===== src/rtl/display_scan_ctrl.sv =====
// Multiplexed 7-segment scan controller with frame-synchronous BCD shadow, blink and lead-zero blanking.
// Optional brightness windowing is enabled by defining DISPLAY_DIMMING_EN (adds the Bright port).
module display_scan_ctrl #(
    parameter int NUM_DIGITS = 4,
    parameter int SCAN_DIV   = 64,
    parameter int BLINK_DIV  = 500,
    parameter int CNT_W      = 16
) (
    input  logic                    Clk,
    input  logic                    Clr,
    input  logic                    Sel,
    input  logic [4*NUM_DIGITS-1:0] Cur_BCD,
    input  logic [4*NUM_DIGITS-1:0] Set_BCD,
    input  logic                    Upd,
    input  logic [NUM_DIGITS-1:0]   Blink_Mask,
    input  logic                    Blank_Lead,
`ifdef DISPLAY_DIMMING_EN
    input  logic [3:0]              Bright,
`endif
    output logic [6:0]              Seg,
    output logic [NUM_DIGITS-1:0]   Dig_En,
    output logic                    Blink,
    output logic                    Frame
);

    localparam int IDX_W = (NUM_DIGITS > 1) ? $clog2(NUM_DIGITS) : 1;
    localparam logic [CNT_W-1:0] SCAN_TC  = CNT_W'(SCAN_DIV - 1);
    localparam logic [CNT_W-1:0] BLINK_TC = CNT_W'(BLINK_DIV - 1);
    localparam logic [IDX_W-1:0] IDX_LAST = IDX_W'(NUM_DIGITS - 1);

    logic [CNT_W-1:0]        scnt;
    logic [CNT_W-1:0]        bcnt;
    logic [IDX_W-1:0]        idx;
    logic [4*NUM_DIGITS-1:0] shadow;
    logic                    pending;
    logic                    frame_tc;
    logic [NUM_DIGITS-1:0]   lead_zero;
    logic                    lz_run;
    logic [3:0]              cur_nib;
    logic                    seg_off;
    logic                    en;

    function automatic logic [6:0] seg_decode(input logic [3:0] bcd);
        case (bcd)
            4'd0:    seg_decode = 7'h3F;
            4'd1:    seg_decode = 7'h06;
            4'd2:    seg_decode = 7'h5B;
            4'd3:    seg_decode = 7'h4F;
            4'd4:    seg_decode = 7'h66;
            4'd5:    seg_decode = 7'h6D;
            4'd6:    seg_decode = 7'h7D;
            4'd7:    seg_decode = 7'h07;
            4'd8:    seg_decode = 7'h7F;
            4'd9:    seg_decode = 7'h6F;
            default: seg_decode = 7'h00;
        endcase
    endfunction

    assign frame_tc = (idx == IDX_LAST) && (scnt == SCAN_TC);
    assign Frame    = frame_tc;
    assign cur_nib  = shadow[4*int'(idx) +: 4];

    // lead_zero[i] is set when digit i and every more-significant digit are zero
    always_comb begin
        lead_zero = '0;
        lz_run    = 1'b1;
        for (int i = NUM_DIGITS - 1; i >= 0; i--) begin
            lz_run       = lz_run && (shadow[4*i +: 4] == 4'd0);
            lead_zero[i] = lz_run;
        end
    end

    assign seg_off = (Blink_Mask[idx] && Blink) ||
                     (Blank_Lead && (idx != '0) && lead_zero[idx]);

`ifdef DISPLAY_DIMMING_EN
    logic [3:0] bright_q;
    int         on_end;

    // On-window ends (inclusive) after (Bright+1) sixteenths of the slot, never past the slot end
    always_comb begin
        on_end = (int'(bright_q) + 1) * (SCAN_DIV / 16);
        if (on_end > SCAN_DIV - 1)
            on_end = SCAN_DIV - 1;
        en = (scnt != '0) && (int'(scnt) <= on_end);
    end

    always_ff @(posedge Clk or negedge Clr) begin
        if (!Clr)
            bright_q <= 4'd0;
        else if (scnt == '0)
            bright_q <= Bright;
    end
`else
    always_comb begin
        en = (scnt != '0);
    end
`endif

    always_ff @(posedge Clk or negedge Clr) begin
        if (!Clr) begin
            scnt    <= '0;
            bcnt    <= '0;
            idx     <= '0;
            shadow  <= '0;
            pending <= 1'b0;
            Blink   <= 1'b0;
            Seg     <= '0;
            Dig_En  <= '0;
        end else begin
            if (bcnt == BLINK_TC) begin
                bcnt  <= '0;
                Blink <= ~Blink;
            end else begin
                bcnt <= bcnt + CNT_W'(1);
            end

            if (scnt == SCAN_TC) begin
                scnt <= '0;
                idx  <= (idx == IDX_LAST) ? '0 : idx + IDX_W'(1);
            end else begin
                scnt <= scnt + CNT_W'(1);
            end

            // A request on the frame cycle itself loads at this same edge
            if (frame_tc && (pending || Upd)) begin
                shadow  <= Sel ? Set_BCD : Cur_BCD;
                pending <= 1'b0;
            end else if (Upd) begin
                pending <= 1'b1;
            end

            Dig_En <= en ? (NUM_DIGITS'(1) << idx) : '0;
            Seg    <= (en && !seg_off) ? seg_decode(cur_nib) : 7'h00;
        end
    end

endmodule


===== config.mk =====
export PLATFORM = sky130hd
export DESIGN_NAME = display_scan_ctrl
export DESIGN_NICKNAME = d
export VERILOG_FILES = /design/src/rtl/display_scan_ctrl.sv
export SDC_FILE = /design/constraint.sdc
export NUM_CORES = 1
export LEC_CHECK = 0
export ABC_AREA = 1
export CAP_MARGIN = 20
export CORE_MARGIN = 2
export CORE_UTILIZATION = 54
export CTS_CLUSTER_DIAMETER = 50
export CTS_CLUSTER_SIZE = 8
export DETAILED_ROUTE_END_ITERATION = 8
export PLACE_DENSITY = 0.87
export SETUP_SLACK_MARGIN = 0.1
export SKIP_LAST_GASP = 1
export SLEW_MARGIN = 20
export SYNTH_ARGS = -nofsm -noshare
export SYNTH_HDL_FRONTEND = slang
export SYNTH_SLANG_ARGS = --single-unit

===== constraint.sdc =====
create_clock -name Clk -period 1.9 [get_ports Clk]
set_clock_uncertainty 0.2 [all_clocks]
set_input_delay 0.38 -clock Clk [delete_from_list [all_inputs] [get_ports Clk]]
set_output_delay 0.38 -clock Clk [all_outputs]
set_load 0.02 [all_outputs]

# After elaboration in Yosys (flattened, before gate mapping)

Memories as Yosys holds them, arrays and structs flattened.
Cells that the tools add are included.
Widths: inputs -> output; s select.

Bits of input ports: 41
Word-level logic and storage cells: 50
Memory bits (read-only): 112
Bits in registers: 63
Memories kept: 1
Output and inout bits: 13

Shift operators: 2
Bitwise operators: 1
Muxes and demuxes: 12
Eq/ne operators: 3
Magnitude comparators: 1
Add/subtract/negate cells: 3
Reduce and logical (&&, ||, !) cells: 19

Memories:

| memory          | depth | bits a word | rd ports | clocked after Yosys merged registers in | wr ports | RTL line | text |
|---|---|---|---|---|---|---|---|
| (no name shown) | 16    | 7           | 1        | 0                                       | 0        | 44       | `case (bcd)` |

Operators by type and width:

| operator              | number |
|---|---|
| $mux 16               | 3 |
| $add 16x1->16 const B | 2 |
| $eq 16x6->1 const B   | 1 |
| $eq 16x9->1 const B   | 1 |
| $logic_not 4->1       | 4 |
| $reduce_bool 16->1    | 1 |
| $shiftx 16x5->4       | 1 |
| $logic_and 1x1->1     | 9 |
| $mux 7                | 1 |
| $bmux 1 s2            | 2 |
| $mux 1                | 4 |
| $mux 4                | 1 |
| $reduce_bool 2->1     | 2 |
| $shl 1x2->4 const A   | 1 |
| $lt 2x3->1 const B    | 1 |
| $add 2x1->2 const B   | 1 |
| $eq 2x2->1 const B    | 1 |
| $logic_or 1x1->1      | 2 |
| $mux 2                | 1 |
| $logic_not 1->1       | 1 |
| $not 1->1             | 1 |

# Logic depth before layout (Yosys ltp)

Gate-level depths: netlist of run 1.

Depth after elaboration: 11
Mapped depth: 12
Mapped depth without buffers: 11

# Worst setup path before layout of run 1

Ideal clock, no wire load.

Path kind: reg2out
From: register scnt[0]
To: output Frame
Arrival time: 1290 ps
Path buffers: 0
Required time: 1320 ps
Cell stages (with the launch flop): 8
Path slack: 30 ps
Path through: dfrtp_1 -> ha_1 -> nand2_2 -> clkinv_2 -> nand2_1 -> nor2_2 -> nand2_1 -> nor2_1

Cells in the longest elaborated chain, start to end: 2

Ends and longest elaborated chain:

| item                   | RTL line | text |
|---|---|---|
| start, declared        | 31       | `logic [CNT_W-1:0] scnt;` |
| start signal, assigned | 122      | `scnt <= scnt + CNT_W'(1);` |
| $eq 16x6->1            | 59       | `assign frame_tc = (idx == IDX_LAST) && (scnt == SCAN_TC);` |
| $logic_and 1x1->1      | 59       |  |
| end, declared          | 23       | `output logic Frame` |

No other way between the ends.

# Worst setup path in the final report of run 1

From: register scnt[1]
To: output Frame

Same word-level chain as after synthesis.

==> results of run 1 <==
-- through the flow --
step	power (mW)	cell area [µm²]	hold slack [ns]
3_3_place_gp	1.52	4490	0.145
6_report	2.91	5450	0.321
5_1_grt	2.95	5450	0.331
3_5_place_dp	1.53	4490	0.156
2_1_floorplan	1.40	3570	-0.116
4_1_cts	2.84	4920	0.280
-- critical path: cells and delay by family (launching register included) --
family / cells / cell delay [ns]
flip-flops: 1 / 0.39
adder cells (fa/ha/maj): 1 / 0.22
AND/OR/NAND/NOR: 5 / 0.41
buffers and inverters: 2 / 0.19
-- what timing repair did --
item | in CTS | in global routing
hold buffers | 1 | 0
cloned | 1 | 4
gates resized for setup | 51 | 91
buffers inserted | 12 | 18
endpoints found under the setup margin | 20 | 41
pin swaps | 13 | 35
endpoints found under the hold margin | 16 | 0
-- metal layers --
layer,part of all wire,global-route usage,up-vias
met2,0.48,0.447,334
met4,0.080,0.128,0
met5,0,0,-
met3,0.098,0.0652,116
met1,0.34,0.338,1794
li1,-,-,1594
-- cell usage after synthesis (all sizes together) --
master,n,area share
a21oi,3,0.0042
buf,8,0.017
clkinv,3,0.0042
dfrtp,63,0.44
ha,13,0.046
inv,47,0.049
mux2i,16,0.045
nand2,108,0.13
nand3,38,0.056
nand3b,2,0.0042
nand4,3,0.0095
nor2,65,0.076
nor3,10,0.015
nor3b,1,0.0021
o21ai,22,0.048
or2,2,0.0035
xnor2,2,0.0049
xor2,19,0.047
-- where the power goes --
part / internal (mW) / switching [mW] / total [mW]
registers: 1.34 / 0.0000000000000000158 / 1.34
clock network: 0.811 / 0.596 / 1.41
logic: 0.101 / 0.0674 / 0.168
-- how the worst max path moves through the flow --
stage,cells after the start,from,to
floorplan,7,scnt[0]$_DFF_PN0_,Frame
global placement,8,scnt[0]$_DFF_PN0_,Frame
detailed placement,8,scnt[0]$_DFF_PN0_,Frame
CTS,8,scnt[0]$_DFF_PN0_,Frame
global route,8,scnt[0]$_DFF_PN0_,Frame
finish,8,scnt[1]$_DFF_PN0_,Frame
-- placed cells by master (no fill, tap or decap), types with 6 or more instances in the layout --
| cell | n |
|---|---|
| mux2i_1 | 16 |
| nand2_2 | 33 |
| buf_6 | 10 |
| clkbuf_8 | 11 |
| nor2_1 | 54 |
| dfrtp_1 | 63 |
| nand2_1 | 59 |
| nand3_2 | 14 |
| nand3_1 | 18 |
| nor2_4 | 7 |
| buf_4 | 46 |
| o21ai_2 | 17 |
| nand2_4 | 14 |
| clkdlybuf4s50_1 | 39 |
| nor3_1 | 8 |
| nand3_4 | 6 |
| xor2_1 | 19 |
| buf_12 | 6 |
| ha_1 | 6 |
| dlygate4sd2_1 | 12 |
| inv_1 | 40 |
-- cell type report --
type                            instances  area (µm²)  area share
Sequential cell                        63        1580       0.289
Timing Repair Buffer                  119        1160       0.212
Inverter                               50         220      0.0404
Tap cell                               77        96.3      0.0177
Timing Repair inverter                  1        6.26     0.00115
Clock inverter                          3        65.1      0.0119
Multi-Input combinational cell        305        2170       0.398
Clock buffer                           13         159      0.0291
-- cells by family (layout without fill, tap and decap cells) --
group | Yosys count | in the layout | synth area share
AO/OA/AOI/OAI | 25 | 25 | 0.0519
XOR/XNOR | 21 | 21 | 0.0515
adder cells (fa/ha/maj) | 13 | 13 | 0.0456
buffers and inverters | 58 | 186 | 0.0708
flip-flops | 63 | 63 | 0.442
multiplexers | 16 | 16 | 0.0449
AND/OR/NAND/NOR | 229 | 230 | 0.294
-- registers in the layout, indices dropped and copies added, names as in the netlist --
register	cells
Dig_En	4
bcnt	16
idx	2
scnt	16
pending	1
Blink	1
shadow	16
Seg	7
==> metrics.md, run 1 <==
| Metric | Value |
|---|---|
| Worst Slack Setup Final | `-0.258 ns` |
| Peak supply drop | `0.000732 V` |
| CP startpoint kind | `flip-flop` |
| Initial Utilization | `0.559` |
| Post-Route WL | `14100 µm` |
| Worst-case reg-to-reg path depth | `12` |
| Slew HR | `0.669` |
| ANT cells | `0` |
| Worst path most repeated cell | `nand2_2` |
| All-Layer GR Usage | `0.272` |
| GPL Wtd Cong | `0.873` |
| Slowest stage delay, CP | `0.39 ns` |
| Fillers | `294` |
| Fmax achieved | `463 MHz` |
| Crit end category | `primary output` |
| Finished Layout Cells | `631` |
| Avg Inst Size Synth | `8.40 µm²` |
| Routed vias/inst | `6.08` |
| Global route overflow | `0` |
| Synth warnings | `0` |
| Share of cells above drive strength 1 | `0.365` |
| WP data arrival | `1.58 ns` |
| Crit path required time | `1.32 ns` |
| Post-DR wirelength/cell | `22.4 µm` |
| Worst r2r src | `idx[0]$_DFFE_PN0N_` |
| Cell count after synthesis | `425` |
| IO Pins | `54` |
| Clock transition at path regs | `0.08 ns` |
| Initial antenna violation count | `0` |
| Tightest Hold Check Type | `flip-flop to flip-flop` |
| Die area | `7280 µm²` |
| Kind of critical path | `flip-flop to primary output` |
| Worst Hold Launch | `bcnt[15]$_DFF_PN0_` |
| Max_cap viols | `0` |
| Post-Route Setup TNS | `-3.90 ns` |
| TritonRoute pass-1 iters | `6` |
| Initial DRC count | `443` |
| Pin count of the biggest net entering global routing | `26` |
| Synthesized area | `3570 µm²` |
| CTS tree | `built` |
| Via count | `3838` |
| Final setup viols | `24` |
| Worst Path Max Fanout | `2` |
| Power per Cell Area | `535 nW/µm²` |
| Worst slack, placed | `-0.254 ns` |
| LEAKAGE | `2.59 nW` |
| Flop2flop setup slack | `-0.24 ns` |
| Clk buf depth | `2` |
| Later-pin clock latency in the skew report | `0.37 ns` |
| Die span in x | `85.3 µm` |
| CP cell instances | `ha_2 -> nand2_2 -> inv_4 -> nand2_4 -> nor2_4 -> nand2_2 -> nor2_2 -> buf_6` |
| Core box area | `6390 µm²` |
| Area growth syn-to-layout | `52.8%` |
| Slew @ Worst Pin | `0.497 ns` |
| H-tree depth | `3` |
| Root Buffer | `clkbuf_8` |
| Final #Nets | `603` |
| Hpwl dp | `5720 µm` |
| Final ANT Viol Nets | `0` |
| Final period demand of the worst path | `2.16 ns` |
| Hold Path Stages | `1` |
| Final hold violation count | `0` |
| Fin crit share | `1.14` |
| Cell Rows | `29` |
| Flops & latches, synth | `63` |
| Worst Hold Path EP | `bcnt[15]$_DFF_PN0_` |
| Final core occ | `0.854` |
| CP max-delay cell | `dfrtp_1` |
| Vias in the first global route | `3358` |
| Total CTS buffers | `9` |
| FF-to-FF End | `Seg[0]$_DFF_PN0_` |
| Placed cells | `584` |
| Number of remaining DRC errors | `0` |
| Outcome | `finished, violations left` |
| Failing checks | `negative setup slack` |
| Port bufs | `53` |
| Cell variety after synth | `30` |
| Seq/Total Area, Yosys | `0.442` |
| Slew Viols, Final | `0` |
| Chip height | `85.3 µm` |
| Mapped Nets | `479` |
| RSZ-0062 raised after global routing | `true` |
| First-pass GRT wire length | `15500 µm` |
| Clock Sink Count | `63` |
(Power assumes the default switching activity.)
==> run 2: changes to the inputs <==
RECOVER_POWER = 50   (was default)
clock period = 2.2 ns   (was 1.9 ns; I/O delays follow)
==> metrics.md, run 2 (synthesis gave the netlist of run 1 again) <==
| Metric | Value |
|---|---|
| Outcome | `completed` |
| Worst path most repeated cell | `nand2_2` |
| Met2 WL | `3610 µm` |
| CTS tree | `built` |
| Final period demand of the worst path | `2.08 ns` |
| Worst Path Max Fanout | `2` |
| Clock transition at path regs | `0.07 ns` |
| Hpwl dp | `5320 µm` |
| Slew Viols, Final | `0` |
| H-tree depth | `3` |
| Tightest Hold Check Type | `flip-flop to flip-flop` |
| Final ANT Viol Nets | `0` |
| Clk buf depth | `2` |
| Port bufs | `53` |
| Post-Route WL | `7330 µm` |
| Fin crit share | `0.944` |
| Peak supply drop | `0.000351 V` |
| Cell Rows | `29` |
| Register area | `1580 µm²` |
| Global route overflow | `0` |
| Hold slack | `0.278 ns` |
| Final #Nets | `555` |
| Vias in the first global route | `2899` |
| Via count | `2991` |
| Metal3 WL | `366 µm` |
| Kind of critical path | `flip-flop to primary output` |
| Switch share | `0.210` |
| Slew HR | `0.446` |
| Slowest stage delay, CP | `0.36 ns` |
| Final setup viols | `0` |
| Crit end category | `primary output` |
| Root Buffer | `clkbuf_8` |
| Total chip power | `2.29 mW` |
| Total CTS buffers | `9` |
| Routed vias/inst | `5.14` |
| Core box area | `6390 µm²` |
| All-Layer GR Usage | `0.217` |
| Pin count of the biggest net entering global routing | `64` |
| Most common cell after layout, fill and taps aside | `nand2_1` |
| Wire length on met1 | `3230 µm` |
| LEAKAGE | `2.21 nW` |
| Post-Route Setup TNS | `0 ns` |
| Number of remaining DRC errors | `0` |
| GPL Wtd Cong | `0.889` |
| Area growth syn-to-layout | `26.5%` |
| Logic pwr share | `0.057` |
| Initial antenna violation count | `0` |
| Max layer used | `met4` |
| TritonRoute pass-1 iters | `5` |
| Clock Sink Count | `63` |
| Sw power | `0.481 mW` |
| Clk pwr share | `0.438` |
| Crit path required time | `1.56 ns` |
| Final hold violation count | `0` |
| IO Pins | `54` |
| Power per Cell Area | `508 nW/µm²` |
| Initial Utilization | `0.559` |
| CP cell instances | `ha_2 -> nand2_2 -> clkinv_2 -> nand2_2 -> nor2_2 -> nand2_1 -> nor2_1 -> buf_4` |
| WP data arrival | `1.44 ns` |
| Critical path's top delay family | `flip-flops` |
| CP max-delay cell | `dfrtp_1` |
| Chip height | `85.3 µm` |
| Buf/Inv on CP | `2` |
| Later-pin clock latency in the skew report | `0.34 ns` |
| Initial DRC count | `155` |
| Share of cells above drive strength 1 | `0.178` |
| Area of the multi-input gates | `1750 µm²` |
| Die span in x | `85.3 µm` |
| Post-DR wirelength/cell | `12.6 µm` |
| Slew @ Worst Pin | `0.832 ns` |
| CP startpoint kind | `flip-flop` |
| Cell internal pwr | `1.81 mW` |
| First-pass GRT wire length | `12600 µm` |
| Die area | `7280 µm²` |
| Fmax achieved | `482 MHz` |
| Flop pwr share | `0.505` |
| Max_cap viols | `0` |
| Commonest cells after routing, fill and taps aside | `nand2_1, dfrtp_1, nor2_1` |
| RSZ-0062 raised after global routing | `true` |
| ANT cells | `0` |
| Fillers | `471` |
| Top flop regs | `bcnt: 16 flops, scnt: 16 flops, shadow: 16 flops` |
-- run 2: changes by cell type in the layout (fill, tap and decap cells not counted), sizes merged, moves of 2 or more --
cell,previous run,this run
clkinv,3,6
clkbuf,15,12
clkdlybuf4s50,39,51
inv,49,47
dlygate4sd2,12,0
buf,65,20
-- run 2: worst paths after layout --
path                            slack (ns)                  end  cells past startpoint          startpoint
worst max-delay path                  0.12                Frame                      8   scnt[1]$_DFF_PN0_
worst min-delay path                  0.28   bcnt[15]$_DFF_PN0_                      1  bcnt[15]$_DFF_PN0_
worst max register to register        0.26     Seg[5]$_DFF_PN0_                     11  idx[0]$_DFFE_PN0N_
worst min register to register        0.28   bcnt[15]$_DFF_PN0_                      1  bcnt[15]$_DFF_PN0_
max in group asynchronous             0.62  Dig_En[2]$_DFF_PN0_                      3                 Clr
min in group asynchronous             0.63    bcnt[9]$_DFF_PN0_                      3                 Clr
-- run 2: cell type report --
class                           count  share of cell area
Multi-Input combinational cell    304               0.388
Sequential cell                    63               0.349
Timing Repair Buffer               73               0.155
Inverter                           50              0.0430
Clock buffer                       11              0.0335
Tap cell                           77              0.0213
Clock inverter                      4             0.00998
-- run 2: through the flow --
step | utilization | setup slack (ns) | std cells | cell area (µm²)
finish | 0.707 | 0.124 | 582 | 4510
global route | 0.707 | 0.00364 | 582 | 4510
CTS | 0.705 | 0.105 | 580 | 4500
detailed placement | 0.671 | -0.0220 | 563 | 4290
global placement | 0.671 | 0.0132 | 563 | 4290
floorplan | - | 0.270 | 425 | 3570
-- run 2: worst reg2reg max path: cells and delay by family, from the launching register on --
kind	cells	cell delay (ns)
fa+ha+maj	1	0.19
buf+inv	3	0.38
flops	1	0.36
simple gates	7	0.74
-- run 2: power by group through the flow --
stage               sequential (mW)  clock (mW)  combinational, mW
floorplan                      1.18           0             0.0311
detailed placement             1.18           0              0.136
CTS                            1.16        1.02              0.137
finish                         1.16        1.00              0.130
global placement               1.18           0              0.132
global route                   1.16        1.08              0.143
-- run 2: repair_timing --
action                                  in CTS  in global routing
gates resized for setup                      6                  4
hold buffers                                 1                  0
endpoints found under the setup margin       1                  6
endpoints found under the hold margin       63                  0
buffers inserted                             1                  2
pin swaps                                    2                  0
-- run 2: routing by layer --
layer | global-route usage | vias to the layer above
li1 | - | 1485
met1 | 0.286 | 1406
met2 | 0.349 | 91
met3 | 0.0418 | 9
met4 | 0.0952 | 0
met5 | 0 | -
